$ cat src/rtl/instr_enc_pkg.sv
// rtl/instr_enc_pkg.sv - opcode constants and instruction class encodings for instr_encoder
package instr_enc_pkg;

    localparam logic [6:0] OP_R      = 7'b0110011;
    localparam logic [6:0] OP_LOAD   = 7'b0000011;
    localparam logic [6:0] OP_STORE  = 7'b0100011;
    localparam logic [6:0] OP_BRANCH = 7'b1100011;

    localparam int INSTR_W = 32;

    typedef enum logic [1:0] {
        CLS_R      = 2'b00,
        CLS_LOAD   = 2'b01,
        CLS_STORE  = 2'b10,
        CLS_BRANCH = 2'b11
    } instr_class_e;

endpackage

$ cat src/rtl/instr_fifo.sv
// rtl/instr_fifo.sv - small synchronous FIFO holding encoded words with their addresses
module instr_fifo #(
    parameter int WIDTH = 40,
    parameter int DEPTH = 2
) (
    input  logic             clk,
    input  logic             rst_n,
    input  logic             clear,
    input  logic             push,
    input  logic [WIDTH-1:0] wdata,
    input  logic             pop,
    output logic [WIDTH-1:0] rdata,
    output logic             full,
    output logic             empty
);

    localparam int PW = $clog2(DEPTH);

    // Pointers carry one extra wrap bit so full and empty are distinguishable.
    logic [PW:0]      wr_ptr;
    logic [PW:0]      rd_ptr;
    logic [WIDTH-1:0] mem [DEPTH];

    logic do_push;
    logic do_pop;

    assign empty   = (wr_ptr == rd_ptr);
    assign full    = (wr_ptr[PW] != rd_ptr[PW]) && (wr_ptr[PW-1:0] == rd_ptr[PW-1:0]);
    assign do_push = push && !full && !clear;
    assign do_pop  = pop && !empty && !clear;

    always_ff @(posedge clk or negedge rst_n) begin
        if (!rst_n) begin
            wr_ptr <= '0;
            rd_ptr <= '0;
        end else if (clear) begin
            wr_ptr <= '0;
            rd_ptr <= '0;
        end else begin
            if (do_push) begin
                wr_ptr <= wr_ptr + (PW+1)'(1);
            end
            if (do_pop) begin
                rd_ptr <= rd_ptr + (PW+1)'(1);
            end
        end
    end

    always_ff @(posedge clk) begin
        if (do_push) begin
            mem[wr_ptr[PW-1:0]] <= wdata;
        end
    end

    // An empty buffer presents zeros rather than stale storage.
    assign rdata = empty ? '0 : mem[rd_ptr[PW-1:0]];

endmodule

$ cat src/rtl/instr_encoder.sv
// rtl/instr_encoder.sv - encodes R/LOAD/STORE/BRANCH requests into 32-bit words with byte addresses
module instr_encoder
    import instr_enc_pkg::*;
#(
    parameter int ADDR_W = 8,
    parameter int DEPTH  = 2
) (
    input  logic              clk,
    input  logic              rst_n,
    input  logic              clear,
    input  logic              in_valid,
    output logic              in_ready,
    input  logic [1:0]        in_class,
    input  logic [4:0]        in_rd,
    input  logic [4:0]        in_rs1,
    input  logic [4:0]        in_rs2,
    input  logic [2:0]        in_funct3,
    input  logic [6:0]        in_funct7,
    input  logic [12:0]       in_imm,
    output logic              out_valid,
    input  logic              out_ready,
    output logic [31:0]       out_instr,
    output logic [ADDR_W-1:0] out_addr,
    output logic              err
);

    localparam int FW = INSTR_W + ADDR_W;

    instr_class_e      cls;
    logic [31:0]       enc_word;
    logic [ADDR_W-1:0] addr_q;
    logic              accept;
    logic              full;
    logic              empty;
    logic [FW-1:0]     head;

    assign cls      = instr_class_e'(in_class);
    assign in_ready = !full;
    assign accept   = in_valid && in_ready && !clear;

    always_comb begin
        enc_word = '0;
        case (cls)
            CLS_R:      enc_word = {in_funct7, in_rs2, in_rs1, in_funct3, in_rd, OP_R};
            CLS_LOAD:   enc_word = {in_imm[11:0], in_rs1, in_funct3, in_rd, OP_LOAD};
            CLS_STORE:  enc_word = {in_imm[11:5], in_rs2, in_rs1, in_funct3, in_imm[4:0], OP_STORE};
            CLS_BRANCH: enc_word = {in_imm[12], in_imm[10:5], in_rs2, in_rs1, in_funct3,
                                    in_imm[4:1], in_imm[11], OP_BRANCH};
            default:    enc_word = '0;
        endcase
    end

    // Address counter steps by one word per accepted request and wraps naturally.
    always_ff @(posedge clk or negedge rst_n) begin
        if (!rst_n) begin
            addr_q <= '0;
            err    <= 1'b0;
        end else if (clear) begin
            addr_q <= '0;
            err    <= 1'b0;
        end else if (accept) begin
            addr_q <= addr_q + ADDR_W'(4);
            if (cls == CLS_BRANCH && in_imm[0]) begin
                err <= 1'b1;
            end
        end
    end

    instr_fifo #(
        .WIDTH (FW),
        .DEPTH (DEPTH)
    ) u_fifo (
        .clk   (clk),
        .rst_n (rst_n),
        .clear (clear),
        .push  (accept),
        .wdata ({enc_word, addr_q}),
        .pop   (out_valid && out_ready),
        .rdata (head),
        .full  (full),
        .empty (empty)
    );

    assign out_valid = !empty;
    assign out_instr = head[FW-1:ADDR_W];
    assign out_addr  = head[ADDR_W-1:0];

endmodule
$ cat config.mk
export PLATFORM = sky130hd
export DESIGN_NAME = instr_encoder
export DESIGN_NICKNAME = d
export VERILOG_FILES = /design/src/rtl/instr_enc_pkg.sv /design/src/rtl/instr_fifo.sv /design/src/rtl/instr_encoder.sv
export SDC_FILE = /design/constraint.sdc
export NUM_CORES = 1
export LEC_CHECK = 0
export ABC_AREA = 1
export BUFFER_PORTS_ARGS = -buffer_cell sky130_fd_sc_hd__buf_2
export CAP_MARGIN = 20
export CORE_UTILIZATION = 30
export CTS_CLUSTER_SIZE = 24
export DETAILED_ROUTE_END_ITERATION = 7
export GPL_ROUTABILITY_DRIVEN = 1
export PLACE_DENSITY = 0.51
export SYNTH_ARGS = -nofsm -noshare
export SYNTH_HDL_FRONTEND = slang
export SYNTH_HIERARCHICAL = 1
export SYNTH_SLANG_ARGS = --single-unit
$ cat constraint.sdc
create_clock -name clk -period 5.7 [get_ports clk]
set_input_delay 0.57 -clock clk [delete_from_list [all_inputs] [get_ports clk]]
set_output_delay 0.57 -clock clk [all_outputs]
set_load 0.02 [all_outputs]
==> metrics.md, run 1 <==
| Metric | Value |
|---|---|
| Fmax | ~0.28 GHz |
| Number of I/O port buffers | between 80 and 90 |
| Ys flop type | edfxtp_1 |
| Count of pins over their slew limit | 0 |
| Most frequent CP cell | inv_2 |
| Sequential area share after synthesis | between 60% and 70% |
| Die H | ~120 um |
| Placed insts | 633 |
| Postcts setup bufs | 0 |
| Setup WS pre-CTS | around 2.0 ns |
| Non-Filler Instances | 649 |
| Crit path DAT | 3.52 ns |
| Antenna diodes | 0 |
| Status | completed |
| H-tree lvl count | 3 |
| CP max stage delay | roughly 0.92 ns |
| DRC | 0 |
| Worst Tran Pin Value | roughly 0.94 ns |
| Final GP Congestion | just under 0.8 |
| Share of layout cells above drive strength 1 | approximately a third |
| Endpoints failing setup | 0 |
| Lkg Pwr | roughly 2.1 nW |
| Resized Gates After CTS | 0 |
| Async SR Flop Fraction | 12.1% |
| TritonCTS buffer count | 9 |
| VDD IR-drop max | between 150 and 200 uV |
| GR Util met3 | between 2 and 2.5% |
| Ranking of synthesized cells by area | edfxtp_1, nand2_1, a21oi_2 |
| Reg clk slew, reported paths | roughly 0.07 ns |
| Met2 Use GR | between 20% and 30% |
| Worst-path cell chain | inv_2, nand2_2, nand2_2, nand2_1, inv_1, inv_2, nand2_4, nor2_4, nand4_1, inv_2 |
| Die Area | approximately 14000 um2 |
| Cts-stage hold buffer count | 0 |
| Largest net degree at the start of global routing | 46 |
| First drt pass iteration count | 4 |
| Gr ovfl total | 0 |
| Fin area | approximately 5000 um2 |
| Synthesized area | 4110 um2 |
| CTS tree | done |
| Placed Area | roughly 4700 um2 |
| Top cell type by total area after synthesis | edfxtp_1 |
| First-pass GRT wire length | around 14000 um |
| Clock Path Buffers | 2 |
| Final nets | roughly 510 |
| Period minus WS final | ~3.6 ns |
| Fin crit share | around 63% |
| Initial Util | 30.9% |
| Max-cap viol count | 0 |
| Vias in the first global route | 2804 |
| Met1 usage | between 10% and 20% |
| Iter 0 DRT Violations | 143 |
| Area grow syn2layout | 20.8% |
| TNS Setup | 0 ns |
| Synth Instances | 373 |
| Synthesized area per cell | 11.0 um2 |
| # rows | 42 |
| CTS root buf | clkbuf_16 |
| WP buf/inv | 4 |
| Clk_lat worst skew | between 0.3 and 0.4 ns |
| Critical Path RT | 5.65 ns |
| Crit Path Max Fanout | between 40 and 50 |
| Max_slew headroom | 37.0% |
| Global Route Usage Sum | between 10% and 20% |
| Final WS setup | 2.13 ns |
| Most numerous cell in the Yosys netlist | nand2_1 |
| Crit. End Element | register |
| Synth cell count leaders | nand2_1, edfxtp_1, a21oi_2 |
| Clk sink count | just over 90 |
| Ports | 88 |
| Vias | between 2000 and 3000 |
| Global route hottest layer | met2 |
| Synth warnings | 6 |
| FF+latch count, synth | 91 |
| Netlist cell types | 28 |
| Slowest CP cell | dfrtp_2 |
| Routed Antenna Nets | 0 |
| Synth top area share | 58.5% |
| Drt wl/cell | 13.7 um |
| Clk_skew | around 0.0083 ns |
| WL final | approximately 9000 um |
| Crit path launch type | register |
| PwrDens | slightly below 300 nW/um2 |
| Die Width | ~120 um |
| Worst min path class | in2async |
| Post-synth EDFFs | 80 |
| Initial antenna violation count | 0 |
| Crit Path Class | reg2reg |
| RSZ-0062 raised after global routing | no |
| Crit path max-delay family | buffers and inverters |
| Core Area | 13300 um2 |
| DP HPWL | around 5900 um |
| Final Hold Vio Count | 0 |
| Via density | about 4.4 |
-- report_power, final --
part           switching, mW  total [mW]  internal [mW]
clock                  0.233       0.524          0.291
combinational          0.118       0.168         0.0504
sequential           0.00929       0.754          0.745
total                  0.361        1.45           1.09
-- per-stage QoR --
stage	util (%)	total power [mW]	hold slack, ns
global placement	35.4	0.940	0.457
CTS	37.3	1.47	0.0981
detailed placement	35.4	0.941	0.463
finish	37.3	1.45	0.0984
global route	37.3	1.51	0.109
floorplan	-	0.886	0.274
-- sequential cells by signal (all words and copies together) (netlist names) --
signal         cells
addr_q             6
err                1
u_fifo/mem        80
u_fifo/rd_ptr      2
u_fifo/wr_ptr      2
-- placed cells by master (no fill, tap or decap) --
cell        Yosys  routed
a21oi_1         1       1
a21oi_2        39      39
buf_2           5      87
buf_4           1       1
clkbuf_1        3       1
clkbuf_16       0       9
clkinv_1        0       2
clkinv_2        0       2
clkinvlp_4      0       2
conb_1          2      12
dfrtp_1        11      10
dfrtp_2         0       1
edfxtp_1       80      80
ha_1            1       1
inv_1          12      11
inv_2          10      11
inv_4           1       1
nand2_1       157     157
nand2_2         3       3
nand2_4         2       2
nand3_1        13      13
nand3_2         2       2
nand4_1         4       4
nor2_1         10      10
nor2_2          2       2
nor2_4          3       3
nor3_2          0       1
nor3b_1         1       1
o21ai_0         1       1
o21ai_1         2       2
xnor2_1         1       1
-- routing by layer --
metal / routed length, um / share of wire [%] / up-vias
li1: - / - / 1425
met5: 0 / 0 / -
met1: 4190 / 47 / 1337
met3: 338 / 3.8 / 11
met2: 4230 / 48 / 53
met4: 149 / 1.7 / 0
-- path summary, 6_finish.rpt --
| check | from | to | slack, ns | depth (start not counted) |
|---|---|---|---|---|
| max | u_fifo/rd_ptr[0] | u_fifo/mem[0][30] | 2.13 | 10 |
| min | rst_n | err | 0.1 | 1 |
| max reg2reg | u_fifo/rd_ptr[0] | u_fifo/mem[0][30] | 2.13 | 10 |
| min reg2reg | addr_q[7] | u_fifo/mem[0][7] | 0.48 | 0 |
| max in group asynchronous | rst_n | u_fifo/rd_ptr[0] | 5.37 | 1 |
| min in group clk | in_rs1[1] | u_fifo/mem[0][24] | 0.43 | 1 |
-- kinds of logic (layout without fill, tap and decap cells) --
| group | Yosys count | count (layout) | synth area share, % |
|---|---|---|---|
| other cells | 2 | 12 | 0.183 |
| compound gates | 43 | 43 | 8.80 |
| flops | 91 | 91 | 65.2 |
| xor+xnor | 1 | 1 | 0.213 |
| fa+ha+maj | 1 | 1 | 0.304 |
| buf+inv | 37 | 127 | 4.96 |
| simple gates | 198 | 198 | 20.4 |
-- final cells by class --
class	instances	area, um2
Fill cell	1336	8330
Sequential cell	91	2680
Multi-Input combinational cell	255	1270
Timing Repair Buffer	88	443
Clock buffer	10	229
Tap cell	176	220
Inverter	23	88.8
Clock inverter	6	32.5
Note: power is estimated with default switching activity, not from simulation.
==> run 2: changes to the inputs <==
Clock period 5.7 ns to 3.58 ns, I/O delays scaled along.
==> run 2 against run 1 <==
Compared with the run above:
- setup slack got worse by 0.93 ns
- maximum frequency rose by 50%
- critical path depth rose by 1
- largest cell class unchanged
- largest power group unchanged
- highest routed layer unchanged
==> metrics.md, run 2 (synthesis results as in run 1) <==
| Metric | Value |
|---|---|
| # rows | 42 (unchanged) |
| Clock Path Buffers | 2 (unchanged) |
| Crit Path Class | reg2reg |
| Clk_skew | 0.00748 ns (-0.000807 ns) |
| Vias in the first global route | 2933 (+4.6%) |
| Clk sink count | 91 (unchanged) |
| Initial Util | 30.9% (unchanged) |
| Crit Path Max Fanout | 40 (-11%) |
| Final GP Congestion | 0.795 (about the same) |
| Fmax | 0.420 GHz (+50%) |
| WL final | 9260 um (+4.0%) |
| Core Area | 13300 um2 (unchanged) |
| Area grow syn2layout | 22.7% |
| Crit Reg-Reg Endpoint | u_fifo/mem[1][21] |
| Pint | 1.81 mW (+66%) |
| Core Util, Final | 37.9% (+0.61 points) |
| Final Hold Vio Count | 0 (unchanged) |
| Multi-input logic area | 1280 um2 (+0.49%) |
| Crit path DAT | 2.35 ns (-1.17 ns) |
| CTS root buf | clkbuf_16 |
| Vias | 2877 (+1.8%) |
| NetSw | 0.599 mW (+66%) |
| Critical Path RT | 3.55 ns (-2.10 ns) |
| Crit. End Element | register |
| First-pass GRT wire length | 14900 um (+5.3%) |
| Clk pwr share | 38.7% (+2.5 points) |
| TNS Setup | 0 ns (unchanged) |
| Reg2reg setup slack | 1.20 ns (-0.93 ns) |
| Worst Tran Pin Value | 0.699 ns (-0.245 ns) |
| Die Width | 119 um (unchanged) |
| TritonCTS buffer count | 9 (unchanged) |
| DRC | 0 (unchanged) |
| Max-cap viol count | 0 (unchanged) |
| RSZ-0062 raised after global routing | no |
| Postcts setup bufs | 0 (unchanged) |
| First drt pass iteration count | 4 (unchanged) |
| Most common cell after layout, fill and taps aside | nand2_1 |
| Register Area | 2680 um2 (unchanged) |
| HP Start | in_rs1[3] |
| Endpoints failing setup | 0 (unchanged) |
| Crit path max-delay family | simple AND/OR/NAND/NOR gates |
| Ports | 88 (unchanged) |
| Switching Fraction | 24.9% (-0.047 points) |
| Iter 0 DRT Violations | 112 (-22%) |
| Largest net degree at the start of global routing | 43 (-6.5%) |
| Comb pwr share | 11.6% (about the same) |
| Antenna diodes | 0 (unchanged) |
| Number of I/O port buffers | 87 (unchanged) |
| H-tree lvl count | 3 (unchanged) |
| Initial antenna violation count | 0 (unchanged) |
| Reg clk slew, reported paths | 0.06 ns (about the same) |
| DP HPWL | 6260 um (+6.7%) |
| Max_slew headroom | 53.4% (+16 points) |
| Crit path launch type | register |
| Die H | 119 um (unchanged) |
| FF-to-FF path depth | 11 (+1) |
| Share of power burned in registers | 49.8% (-2.3 points) |
| Global Route Usage Sum | 13.9% (+0.63 points) |
| Gr ovfl total | 0 (unchanged) |
| WHS Path Cells | 1 |
| Worst-path cell chain | inv_2, nand2_2, nand2_2, nand2_1, inv_1, inv_2, nand2_4, nor2_4, nand2_1, nor3_4, buf_4 |
| Share of layout cells above drive strength 1 | 35.8% (+0.75 points) |
| Slowest CP cell | dfrtp_2 |
| Fillers | 1305 (-2.3%) |
| Period minus WS final | 2.38 ns (-1.19 ns) |
| Routed Antenna Nets | 0 (unchanged) |
| Die Area | 14200 um2 (unchanged) |
| Status | completed |
| Worst min path class | in2reg |
| CTS tree | done |
| Via density | 4.41 (+1.2%) |
| Final nets | 518 (+0.78%) |
| CP max stage delay | 0.51 ns (-0.41 ns) |
| Count of pins over their slew limit | 0 (unchanged) |
| WP buf/inv | 4 (unchanged) |
| Max reg flops | 80 (unchanged) |
| Lkg Pwr | 2.14 nW (+2.5%) |
| Clk_lat worst skew | 0.34 ns (about the same) |
| Fin crit share | 66.5% (+3.9 points) |
| RR Startpoint | u_fifo/rd_ptr[0] |
| PwrDens | 477 nW/um2 (+64%) |
| Most frequent cells in the layout | nand2_1, buf_2, edfxtp_1, a21oi_2, nand3_1 |
| Hold EP | u_fifo/mem[1][26] |
| Drt wl/cell | 14.2 um (+3.4%) |
| VDD IR-drop max | 249 uV (+64%) |
==> run 2: routing by layer <==
metal	wire length [um]	vias to the layer above	track usage, %
met5	0	-	0
met4	178	0	7.20
met3	411	12	2.49
met2	4570	56	23.0
met1	4100	1382	17.2
li1	-	1427	-
==> run 2: worst max path at each step <==
stage | startpoint | to | slack, ns | cells past startpoint
after CTS | u_fifo/rd_ptr[0] | u_fifo/mem[1][21] | 1.17 | 11
after floorplan | u_fifo/rd_ptr[0] | u_fifo/mem[1][0] | 0.32 | 10
after detailed placement | u_fifo/rd_ptr[0] | u_fifo/mem[1][25] | 1.19 | 11
after global placement | u_fifo/rd_ptr[0] | u_fifo/mem[1][25] | 1.25 | 11
after global routing | u_fifo/rd_ptr[0] | u_fifo/mem[1][7] | 0.93 | 11
final | u_fifo/rd_ptr[0] | u_fifo/mem[1][21] | 1.20 | 11
==> run 2: layout make-up <==
cell class | count | share of cell area, %
Multi-Input combinational cell | 255 | 25.3
Timing Repair Buffer | 92 | 9.68
Clock buffer | 9 | 4.47
Sequential cell | 91 | 53.1
Clock inverter | 7 | 1.31
Tap cell | 176 | 4.37
Inverter | 23 | 1.76
==> run 2: through the flow <==
stage / total power, mW / hold WS [ns] / setup slack, ns / std cells / instance area (um2)
floorplan: 1.41 / 0.0624 / 0.317 / 383 / 4150
global placement: 1.50 / 0.250 / 1.25 / 636 / 4740
detailed placement: 1.50 / 0.252 / 1.19 / 636 / 4740
CTS: 2.43 / 0.202 / 1.17 / 653 / 5040
global route: 2.50 / 0.206 / 0.931 / 653 / 5040
finish: 2.41 / 0.214 / 1.20 / 653 / 5040
==> run 2: power by group through the flow <==
stage | sequential (mW) | clock [mW] | combinational (mW)
finish | 1.20 | 0.931 | 0.278
detailed placement | 1.22 | 0 | 0.282
global placement | 1.22 | 0 | 0.281
floorplan | 1.22 | 0 | 0.194
CTS | 1.20 | 0.953 | 0.284
global route | 1.20 | 0.996 | 0.307
==> run 2: repair_timing <==
item,CTS,global route
hold endpoints to repair,11,0
resized for setup,0,0
hold buffers,1,0
